`src/rtl/seq_mult_pkg.sv`:
```
// Shared types and helpers for the parametrised sequential multiplier.
package seq_mult_pkg;

    typedef enum logic [1:0] {
        IDLE,
        CALC,
        FIN
    } state_t;

    localparam int unsigned MAX_WIDTH = 64;

    function automatic int unsigned calc_nslice(input int unsigned width, input int unsigned slice);
        return width / slice;
    endfunction

    // Magnitude of a width-bit two's-complement value; the most-negative value maps to 2^(width-1).
    function automatic logic [MAX_WIDTH-1:0] twos_mag(input logic [MAX_WIDTH-1:0] value,
                                                      input int unsigned width);
        logic [MAX_WIDTH-1:0] mask;
        mask = (width >= MAX_WIDTH) ? '1 : ((MAX_WIDTH'(1) << width) - MAX_WIDTH'(1));
        if (value[width-1]) begin
            return (~value + MAX_WIDTH'(1)) & mask;
        end
        return value & mask;
    endfunction

endpackage

```
`src/rtl/mult_slice.sv`:
```
// Combinational WIDTH x SLICE unsigned partial-product unit.
module mult_slice #(
    parameter int unsigned WIDTH = 8,
    parameter int unsigned SLICE = 4
) (
    input  logic [WIDTH-1:0]       a,
    input  logic [SLICE-1:0]       b,
    output logic [WIDTH+SLICE-1:0] p
);

    localparam int unsigned PW = WIDTH + SLICE;

    assign p = PW'(a) * PW'(b);

endmodule

```
`src/rtl/seq_mult_param.sv`:
```
// Sequential multiplier: consumes SLICE bits of the multiplier per clock, optional signed mode,
// start/busy/done handshake with a held result register.
module seq_mult_param
    import seq_mult_pkg::*;
#(
    parameter int unsigned WIDTH = 8,
    parameter int unsigned SLICE = 4
) (
    input  logic               clk,
    input  logic               reset_a,
    input  logic               start,
    input  logic               signed_mode,
    input  logic [WIDTH-1:0]   dataa,
    input  logic [WIDTH-1:0]   datab,
    output logic               busy,
    output logic               done_flag,
    output logic [2*WIDTH-1:0] product_out
);

    localparam int unsigned NSLICE = calc_nslice(WIDTH, SLICE);
    localparam int unsigned ACC_W  = 2 * WIDTH;
    localparam int unsigned CNT_W  = (NSLICE > 1) ? $clog2(NSLICE) : 1;
    localparam logic [CNT_W-1:0] CNT_LAST = CNT_W'(NSLICE - 1);

    generate
        if (WIDTH < 2 || WIDTH > MAX_WIDTH || SLICE < 1 || SLICE > WIDTH || (WIDTH % SLICE) != 0) begin : g_bad_params
            $error("seq_mult_param: illegal WIDTH/SLICE combination");
        end
    endgenerate

    state_t                 state;
    state_t                 state_next;
    logic [WIDTH-1:0]       a_mag;
    logic [WIDTH-1:0]       b_mag;
    logic                   neg;
    logic [WIDTH-1:0]       a_in_mag;
    logic [WIDTH-1:0]       b_in_mag;
    logic                   neg_in;
    logic [CNT_W-1:0]       cnt;
    logic [ACC_W-1:0]       acc;
    logic [ACC_W-1:0]       acc_term;
    logic [SLICE-1:0]       b_chunk;
    logic [WIDTH+SLICE-1:0] partial;

    mult_slice #(
        .WIDTH(WIDTH),
        .SLICE(SLICE)
    ) u_mult_slice (
        .a(a_mag),
        .b(b_chunk),
        .p(partial)
    );

    always_comb begin
        a_in_mag = dataa;
        b_in_mag = datab;
        if (signed_mode) begin
            a_in_mag = WIDTH'(twos_mag(MAX_WIDTH'(dataa), WIDTH));
            b_in_mag = WIDTH'(twos_mag(MAX_WIDTH'(datab), WIDTH));
        end
        neg_in = signed_mode & (dataa[WIDTH-1] ^ datab[WIDTH-1]);
    end

    always_comb begin
        b_chunk  = b_mag[cnt*SLICE +: SLICE];
        acc_term = ACC_W'(partial) << (cnt * SLICE);
    end

    always_comb begin
        state_next = state;
        busy       = (state != IDLE);
        case (state)
            IDLE:    if (start) state_next = CALC;
            CALC:    if (cnt == CNT_LAST) state_next = FIN;
            FIN:     state_next = IDLE;
            default: state_next = IDLE;
        endcase
    end

    always_ff @(posedge clk) begin
        if (reset_a) begin
            state       <= IDLE;
            a_mag       <= '0;
            b_mag       <= '0;
            neg         <= 1'b0;
            cnt         <= '0;
            acc         <= '0;
            product_out <= '0;
            done_flag   <= 1'b0;
        end else begin
            state     <= state_next;
            done_flag <= (state == FIN);
            case (state)
                IDLE: begin
                    if (start) begin
                        a_mag <= a_in_mag;
                        b_mag <= b_in_mag;
                        neg   <= neg_in;
                        acc   <= '0;
                        cnt   <= '0;
                    end
                end
                CALC: begin
                    acc <= acc + acc_term;
                    cnt <= (cnt == CNT_LAST) ? '0 : cnt + CNT_W'(1);
                end
                // Negating zero yields zero, so no -0 special case is needed.
                FIN:     product_out <= neg ? -acc : acc;
                default: ;
            endcase
        end
    end

endmodule
```
`config.mk`:
```
export PLATFORM = sky130hd
export DESIGN_NAME = seq_mult_param
export DESIGN_NICKNAME = d
export VERILOG_FILES = /design/src/rtl/seq_mult_pkg.sv /design/src/rtl/mult_slice.sv /design/src/rtl/seq_mult_param.sv
export SDC_FILE = /design/constraint.sdc
export NUM_CORES = 1
export LEC_CHECK = 0
export CAP_MARGIN = 10
export CORE_MARGIN = 3
export CORE_UTILIZATION = 41
export DETAILED_ROUTE_END_ITERATION = 10
export PLACE_DENSITY = 0.71
export SETUP_SLACK_MARGIN = 0.1
export SYNTH_ARGS = -nofsm -noshare
export SYNTH_HDL_FRONTEND = slang
export SYNTH_SLANG_ARGS = --single-unit
export TNS_END_PERCENT = 5
```
`constraint.sdc`:
```
create_clock -name clk -period 8.4 [get_ports clk]
set_clock_uncertainty 0.1 [all_clocks]
set_input_delay 1.68 -clock clk [delete_from_list [all_inputs] [get_ports clk]]
set_output_delay 1.68 -clock clk [all_outputs]
set_load 0.05 [all_outputs]
```
# Yosys cells after proc, flatten, opt, wreduce, memory -nomap -nowiden
# Cells that the tools add are included.
[word_totals]
input_bits = 20
out_inout_bits = 18
word_cells = 49
reg_bits = 53
[classes]
reduce_logical = 6
shift = 2
bitwise_logic = 4
add_sub_neg = 5
muxes = 19
n_eq_ne = 4
n_mul = 1
[ops]
columns = ["op", "n"]
rows = [
  ["two-way mux 8 bit", 6],
  ["two-way mux 16 bit", 2],
  ["case mux 16 bit (2 select lines)", 1],
  ["adder 16 bit", 1],
  ["adder 8 x 1 -> 8 bit (second input constant)", 2],
  ["negator 16 bit", 1],
  ["NOT 8 bit", 2],
  ["left shift 12 x 3 -> 16 bit", 1],
  ["multiplier 8 x 4 -> 12 bit", 1],
  ["variable part select 8 x 4 -> 4 bit", 1],
  ["two-way mux 1 bit", 6],
  ["AND reduction 2 bit", 3],
  ["two-way mux 2 bit", 2],
  ["!= test 2 bit (second input constant)", 2],
  ["case mux 2 bit (2 select lines)", 1],
  ["nonzero test 2 bit", 2],
  ["== test 2 x 1 -> 1 bit (second input constant)", 1],
  ["== test 2 bit (second input constant)", 1],
  ["logical NOT 2 bit", 1],
  ["case mux 1 bit (2 select lines)", 1],
  ["adder 1 bit (second input constant)", 1],
  ["AND 1 bit", 1],
  ["bitwise XOR 1 bit", 1],
]

# Logic depth before layout (Yosys ltp)
# Gate-level depths: netlist of run 1.
[depth]
word_depth = 5
ltp_mapped = 23
mapped_depth_nobuf = 22

# By module
# A second synthesis of run 1 with hierarchy kept.
[unflattened]
hier_cells = 503
hier_area_um2 = 4187.8
[by_module_without_submodules]
columns = ["module", "seq_area_each_um2", "cells_per_inst", "n_inst", "area_each_um2"]
rows = [
  ["seq_mult_param", 1061.0, 389, 1, 3243.1],
  ["mult_slice", 0.0, 114, 1, 944.7],
]

# Worst setup path after synthesis of run 1
# OpenSTA, ideal clock, no wires.
[synth_timing]
path_kind = "register to register"
from = "reg cnt"
to = "reg acc[15]"
t_arrival_ns = 4.989
slack_ns = 3.188
period_less_slack_ns = 5.212
path_buffers = 1
path_stages_with_launch = 24
required_time_ns = 8.177
path_cell_list = "dfxtp_1 > buf_2 > mux2i_1 > nor2b_1 > fa_1 > inv_1 > fa_1 > inv_1 > ha_1 > a21o_1 > a21oi_2 > o21bai_1 > a2111oi_0 > nor3_1 > xnor2_1 > o21ai_1 > ha_1 > a21oi_1 > o21ai_0 > a221oi_1 > o21ai_1 > xor2_1 > a21oi_1 > o22ai_1"
[synth_between]
elab_chain_cells = 5
[synth_lines]
columns = ["element", "line_no", "source"]
rows = [
  ["start: declaration", "seq_mult_param.sv:39", "logic [CNT_W-1:0] cnt;"],
  ["start signal: assignment", "seq_mult_param.sv:105", "cnt <= (cnt == CNT_LAST) ? '0 : cnt + CNT_W'(1);"],
  ["variable part select 8 x 4 -> 4 bit", "seq_mult_param.sv:65", "b_chunk = b_mag[cnt*SLICE +: SLICE];"],
  ["multiplier 8 x 4 -> 12 bit", "mult_slice.sv:13", "assign p = PW'(a) * PW'(b);"],
  ["left shift 12 x 3 -> 16 bit *", "seq_mult_param.sv:66", "acc_term = ACC_W'(partial) << (cnt * SLICE);"],
  ["adder 16 bit *", "seq_mult_param.sv:104", "acc <= acc + acc_term;"],
  ["case mux 16 bit (2 select lines) *", "seq_mult_param.sv:93", "case (state)"],
  ["end signal: assignment", "seq_mult_param.sv:104", ""],
  ["end: declaration", "seq_mult_param.sv:40", "logic [ACC_W-1:0] acc;"],
]
# Every way passes the cells marked *; elsewhere a longest branch is shown, timed or not.
# A chain may end at the register's enable or synchronous reset.

# Worst setup path after layout of run 1
# Ends and elaborated chain as after synthesis.

==> results of run 1 <==
-- cells by family (layout without fill, tap and decap cells) --
group,count (synthesis),in the layout,share of synthesized area (%)
DFF,53,53,25.4
buffers and inverters,51,77,4.64
and+or+nand+nor,185,185,22.7
xor gates and xnor gates,44,44,9.21
AOI/OAI and AO/OA,120,120,19.1
adders and majority gates,47,47,16.4
muxes,10,10,2.54
-- cell usage after synthesis, drive strengths merged (2+ instances only) --
library cell | number | area [um^2]
a211oi | 22 | 175
a21o | 4 | 30.0
a21oi | 38 | 198
a22o | 7 | 61.3
a311oi | 4 | 35.0
a31oi | 5 | 31.3
and2 | 6 | 37.5
and3 | 3 | 18.8
buf | 8 | 32.5
clkbuf | 12 | 45.0
dfxtp | 53 | 1060
fa | 13 | 260
ha | 34 | 425
inv | 31 | 116
mux2 | 5 | 56.3
mux2i | 5 | 50.1
nand2 | 41 | 154
nand2b | 7 | 46.3
nand3 | 29 | 150
nand4 | 4 | 25.0
nor2 | 45 | 176
nor2b | 30 | 188
nor3 | 11 | 70.1
nor4 | 2 | 27.5
o21ai | 19 | 98.9
o21bai | 4 | 30.0
o31ai | 7 | 57.6
or3 | 5 | 31.3
xnor2 | 24 | 210
xor2 | 20 | 175
-- cell type report --
cell class | instances | share of cell area (%)
Multi-Input combinational cell | 406 | 61.5
Sequential cell | 53 | 22.3
Timing Repair Buffer | 38 | 7.93
Tap cell | 133 | 3.49
Clock buffer | 5 | 1.44
Inverter | 31 | 2.44
Clock inverter | 3 | 0.919
-- stage by stage --
| stage | total power [mW] | hold WS [ns] | setup WS, ns | utilization (%) | cell area (um^2) |
|---|---|---|---|---|---|
| after floorplan | 0.389 | 0.332 | 3.19 | - | 4180 |
| after global placement | 0.425 | 0.352 | 2.62 | 47.2 | 4650 |
| after detailed placement | 0.431 | 0.356 | 2.38 | 47.2 | 4650 |
| after CTS | 0.608 | 0.370 | 2.36 | 48.3 | 4760 |
| after global routing | 0.635 | 0.393 | 1.84 | 48.3 | 4760 |
| final | 0.602 | 0.368 | 2.40 | 48.3 | 4760 |
-- where the power goes --
group          total, mW  switching, mW  internal, mW
Sequential         0.276         0.0140         0.262
Clock              0.177         0.0879        0.0894
Combinational      0.149         0.0881        0.0609
-- placed cells by master (no fill, tap or decap), types with 3 or more instances in the layout --
cell,count
o21bai_1,4
a21oi_1,36
and2_1,6
a31oi_1,5
and3_1,3
xnor2_1,24
nor3_1,8
nor2_1,44
or3_1,5
xor2_1,20
mux2_2,5
dfxtp_1,53
o21ai_0,12
fa_1,13
ha_1,34
nor2b_1,29
nand3_1,28
nand4_1,4
a21o_1,4
nand2_1,41
nor3_2,3
a311oi_1,4
clkdlybuf4s50_1,37
nand2b_1,6
inv_1,31
o21ai_1,6
a22o_1,7
o31ai_1,6
clkbuf_8,5
a211oi_1,20
mux2i_1,5
-- registers in the layout (all words and copies together) (netlist names) --
name,flops
neg,1
done_flag,1
acc,16
product_out,16
b_mag,8
state,2
a_mag,8
cnt,1
-- metal layers --
metal / global-route usage (%) / up-vias / wire [um]
met1: 18.5 / 1622 / 3880
met4: 5.21 / 0 / 145
met2: 31.1 / 73 / 4610
met3: 2.17 / 17 / 329
met5: 0 / - / 0
li1: - / 1833 / -
-- critical path, stage by stage, from the launching register on --
cell	delay, ns
dfxtp_1	0.74
mux2i_1	0.61
nor2b_1	0.15
fa_1	0.56
inv_1	0.06
fa_1	0.52
inv_1	0.05
ha_1	0.34
a21o_1	0.18
a21oi_2	0.16
o21bai_1	0.09
a2111oi_0	0.41
nor3_1	0.12
xnor2_1	0.20
o21ai_1	0.09
ha_1	0.36
a21oi_1	0.16
o21ai_0	0.15
a221oi_1	0.30
o21ai_1	0.12
xor2_1	0.17
a21oi_1	0.16
o22ai_1	0.09
-- worst max path at each step --
stage | start | end
after detailed placement | cnt$_SDFFE_PP0P_ | acc[15]$_SDFFE_PP0P_
after floorplan | cnt$_SDFFE_PP0P_ | acc[15]$_SDFFE_PP0P_
after global placement | cnt$_SDFFE_PP0P_ | acc[15]$_SDFFE_PP0P_
after global routing | cnt$_SDFFE_PP0P_ | acc[15]$_SDFFE_PP0P_
final | cnt$_SDFFE_PP0P_ | acc[15]$_SDFFE_PP0P_
after CTS | cnt$_SDFFE_PP0P_ | acc[15]$_SDFFE_PP0P_
==> out/results.tsv, run 1 <==
stage	metric	value	unit
detailed_routing	dr_total_vias	3545	
detailed_routing	drc	0	
run_status	status	finished, final reports clean	
synth	synth_flop_cell	dfxtp_1	
clock_tree	postCtsSetupBuffers	0	
grt	grt_max_degree	48	
clock_tree	htree_num_levels	2	
synth	avgSynthCellArea	8.20	um^2
floorplan	io_pins	38	
timing	rsz0062_at_grt	false	
timing	fin_crit	6.00	ns
detailed_routing	final_antenna_net_count	0	
timing	tightest_slew	1.10	ns
synth	synth_area	0.00418	mm^2
layout	num-fill-cells	974	
synth	yosysSeqAreaShare	25.4	%
grt	first_global_vias	3468	
clock_tree	cts-root-buf	clkbuf_8	
detailed_routing	first_iter_violations	101	
detailed_routing	vias_per_cell	5.30	
min_path	min_delay_path_depth	2	
min_path	hp-start	b_mag[7]$_SDFFE_PP0P_	
setup_path	reg2reg_depth	22	
synth	ys_ff_latch	53	
setup_path	end_kind	register	
min_path	min_path_type	reg -> reg	
detailed_routing	wl	8960	um
clock_tree	cts_resized	0	
floorplan	rows	36	
setup_path	cp-start-kind	register	
timing	final_max_slew_viol_count	0	
timing	setup_viol	0	
layout	diodes	0	
synth	syn_nets	577	
timing	clock.fmax	167	MHz
clock_tree	clkLatencyLatePin	0.31	ns
floorplan	die_area	0.0115	mm^2
setup_path	regToRegStartpoint	cnt$_SDFFE_PP0P_	
timing	slew_headroom	26.4	%
synth	yosysWarnings	0	
timing	finalHoldViolCount	0	
synth	synth_cell_type_count	53	
place	hpwl	7140	um
setup_path	r2r_slack	2.40	ns
floorplan	core-area	0.00986	mm^2
clock_tree	cts-buffers-inserted	5	
clock_tree	ctsLongestPathBuffers	2	
layout	regArea	0.00106	mm^2
setup_path	arrival	6.11	ns
setup_path	worst-setup-path-type	reg -> reg	
synth	synth-edff-count	0	
place	place_inst	661	
pwr	p_leak	1.93	nW
layout	fin_nets	602	
floorplan	die_x	107	um
layout	drive_gt1_share	5.60	%
timing	fin_tns_setup	0	ns
clock_tree	tritoncts	yes	
clock_tree	clock_sinks	53	
detailed_routing	first_pass_iters	4	
grt	grt_usage	16.3	%
timing	finalCritPeriodShare	71.4	%
grt	antenna_found_initial	0	
run	max-cap-violations	0	
synth	async_reset_ff_share	0	%
setup_path	cp_max_fo	19	
min_path	holdPathEnd	b_mag[7]$_SDFFE_PP0P_	
place	place.gp.congestion	0.867	
pwr	p_per_area	126	mW/mm^2
setup_path	critical_path_required	8.51	ns
layout	multi_input_area	0.00293	mm^2
floorplan	start_util	42.4	%
grt	overflow	0	
clock_tree	hold_buffers	0	
synth	postSynthCellCount	510	
grt	grt_pass1_wl	15400	um
detailed_routing	wl_per_cell	13.4	um
clock_tree	clk_pin_slew_worst_paths	0.10	ns
layout	area_growth	13.9	%
setup_path	worstReg2RegEnd	acc[15]$_SDFFE_PP0P_	
pwr	ir_drop	0.0000678	V
layout	layout.cells.non_filler	669	
floorplan	dieHeight	107	um
place	numPortBuffers	37	
(Power assumes the default switching activity.)
==> inputs of run 2 (changes only) <==
--- a/config.mk
+++ b/config.mk
@@ -9,7 +9,7 @@
 export CORE_MARGIN = 3
 export CORE_UTILIZATION = 41
 export DETAILED_ROUTE_END_ITERATION = 10
-export PLACE_DENSITY = 0.71
+export PLACE_DENSITY = 0.73
 export SETUP_SLACK_MARGIN = 0.1
 export SYNTH_ARGS = -nofsm -noshare
 export SYNTH_HDL_FRONTEND = slang
==> constraint.sdc (replaced) <==
create_clock -name clk -period 5.12 [get_ports clk]
set_clock_uncertainty 0.1 [all_clocks]
set_input_delay 1.024 -clock clk [delete_from_list [all_inputs] [get_ports clk]]
set_output_delay 1.024 -clock clk [all_outputs]
set_load 0.05 [all_outputs]
==> out/results.tsv, run 2 (synthesized netlist as in run 1, its figures left out) <==
stage	metric	value	unit	change
layout	drive_gt1_share	15.0	%	+9.4 points
pwr	pwr-share-comb	27.6	%	+2.9 points
detailed_routing	final_antenna_net_count	0		unchanged
grt	first_global_vias	3682		+6.2%
timing	tightest_slew	1.11	ns	+0.0123 ns
timing	finalCritPeriodShare	97.5	%	+26 points
setup_path	path_cells	buf_12, mux2i_4, nand2b_4, fa_1, inv_1, fa_1, fa_2, a21o_1, a21oi_2, o21bai_2, a2111oi_4, nor3_2, xnor2_1, o21ai_1, ha_1, a21oi_2, o21ai_2, a221oi_2, o21ai_1, xor2_1, a21oi_1, o22ai_1		
layout	fin_nets	620		+3.0%
floorplan	core-area	0.00986	mm^2	unchanged
detailed_routing	wl	9640	um	+7.6%
grt	grt_usage	16.8	%	+0.49 points
min_path	min_path_type	reg -> reg		
setup_path	crit_family	compound AO/OA/AOI/OAI gates		
detailed_routing	first_iter_violations	140		+39%
detailed_routing	drc	0		unchanged
setup_path	worst-setup-path-type	reg -> reg		
floorplan	io_pins	38		unchanged
clock_tree	clk_pin_slew_worst_paths	0.10	ns	about the same
clock_tree	clkLatencyLatePin	0.32	ns	about the same
setup_path	critical_path_required	5.23	ns	-3.28 ns
setup_path	cp-start-kind	register		
setup_path	arrival	5.10	ns	-1.01 ns
timing	final_max_slew_viol_count	0		unchanged
floorplan	start_util	42.4	%	unchanged
layout	final_common_cell	dfxtp_1		
layout	multi_input_area	0.00317	mm^2	+8.0%
clock_tree	cts-buffers-inserted	5		unchanged
layout	diodes	0		unchanged
grt	overflow	0		unchanged
grt	antenna_found_initial	0		unchanged
floorplan	rows	36		unchanged
grt	grt_max_degree	33		-31%
setup_path	end_kind	register		
layout	area_growth	23.4	%	
timing	finalHoldViolCount	0		unchanged
layout	final_cell_mix	dfxtp_1, nor2_1, nand2_1		
timing	slew_headroom	25.6	%	-0.82 points
layout	utilization	52.3	%	+4.0 points
pwr	pwr-share-seq	43.9	%	-1.9 points
pwr	ir_drop	0.000102	V	+50%
timing	fin_crit	4.99	ns	-1.01 ns
timing	fin_tns_setup	0	ns	unchanged
timing	rsz0062_at_grt	true		
clock_tree	htree_num_levels	2		unchanged
layout	num-fill-cells	896		-8.0%
layout	top_regs	acc (16), product_out (16)		
pwr	p_per_area	200	mW/mm^2	+58%
run_status	status	finished, final reports clean		
place	numPortBuffers	37		unchanged
floorplan	die_x	107	um	unchanged
clock_tree	tritoncts	yes		
pwr	p_leak	2.05	nW	+6.3%
clock_tree	ctsLongestPathBuffers	2		unchanged
grt	grt_pass1_wl	16000	um	+4.1%
pwr	p_sw	329	uW	+73%
layout	regArea	0.00106	mm^2	+0.12%
place	place_ws	-0.0749	ns	-2.45 ns
run	max-cap-violations	0		unchanged
setup_path	critPathSlowestCell	fa_1		
pwr	swShare	31.9	%	+0.41 points
pwr	clockPowerShare	28.5	%	-0.9 points
detailed_routing	dr_total_vias	3701		+4.4%
setup_path	path_buf_inv	2		unchanged
detailed_routing	vias_per_cell	5.39		+1.7%
detailed_routing	wl_per_cell	14.0	um	+4.7%
place	place.gp.congestion	0.811		-6.5%
setup_path	critPathMaxStageDelay	0.45	ns	-0.29 ns
timing	setup_viol	0		unchanged
floorplan	die_area	0.0115	mm^2	unchanged
timing	setup_slack	0.126	ns	-2.27 ns
clock_tree	cts-root-buf	clkbuf_8		
timing	clock.fmax	200	MHz	+20%
place	hpwl	7300	um	+2.3%
detailed_routing	first_pass_iters	4		unchanged
clock_tree	clock_sinks	53		unchanged
pwr	p_int	702	uW	+70%
floorplan	dieHeight	107	um	unchanged
setup_path	cp_max_fo	4		-15
run 2: cell count changes in the layout (fill, tap and decap cells not counted), sizes merged:
cell | before | now
buf | 1 | 19
run 2: metrics by stage:
step / power, mW / instances / instance area [um^2] / hold slack [ns]
final: 1.03 / 687 / 5160 / 0.371
after CTS: 1.02 / 685 / 5000 / 0.375
after floorplan: 0.646 / 510 / 4230 / 0.342
after global routing: 1.09 / 687 / 5160 / 0.408
after detailed placement: 0.722 / 671 / 4780 / 0.361
after global placement: 0.712 / 671 / 4780 / 0.357
run 2: area by class of cell:
class / count / area share, %
Clock buffer: 5 / 1.33
Clock inverter: 3 / 0.849
Inverter: 31 / 2.26
Multi-Input combinational cell: 406 / 61.3
Sequential cell: 53 / 20.6
Tap cell: 133 / 3.23
Timing Repair Buffer: 56 / 10.4
run 2: what timing repair did:
action / in CTS / in global routing
setup buffers: 6 / 2
pin swaps: 15 / 19
resized for setup: 12 / 29
setup endpoints to repair: 6 / 7
gates cloned: 0 / 0
hold buffers: 0 / 0
run 2: worst paths after layout:
path	startpoint	cells after the start	slack, ns	to
setup / recovery	cnt$_SDFFE_PP0P_	22	0.13	acc[15]$_SDFFE_PP0P_
hold / removal	b_mag[0]$_SDFFE_PP0P_	2	0.37	b_mag[0]$_SDFFE_PP0P_
setup reg to reg	cnt$_SDFFE_PP0P_	22	0.13	acc[15]$_SDFFE_PP0P_
hold reg to reg	b_mag[0]$_SDFFE_PP0P_	2	0.37	b_mag[0]$_SDFFE_PP0P_
run 2: metal layers:
metal	part of all wire (%)	GRT usage, %	up-vias
li1	-	-	1875
met1	42	18.7	1735
met2	53	32.6	68
met3	3.4	2.17	23
met4	2.3	5.02	0
met5	0	0	-
run 2: worst reg2reg max path, stage by stage (launching register included):
cell	delay, ns
dfxtp_2	0.35
buf_12	0.12
mux2i_4	0.28
nand2b_4	0.17
fa_1	0.42
inv_1	0.09
fa_1	0.45
fa_2	0.37
a21o_1	0.18
a21oi_2	0.18
o21bai_2	0.11
a2111oi_4	0.31
nor3_2	0.08
xnor2_1	0.21
o21ai_1	0.09
ha_1	0.32
a21oi_2	0.18
o21ai_2	0.10
a221oi_2	0.27
o21ai_1	0.11
xor2_1	0.17
a21oi_1	0.14
o22ai_1	0.08
run 2: power groups by stage:
stage | clock network (mW) | registers (mW) | logic [mW]
final | 0.294 | 0.452 | 0.284
after global routing | 0.316 | 0.456 | 0.314
after CTS | 0.298 | 0.452 | 0.270
after detailed placement | 0 | 0.461 | 0.261
after global placement | 0 | 0.460 | 0.253
after floorplan | 0 | 0.462 | 0.184
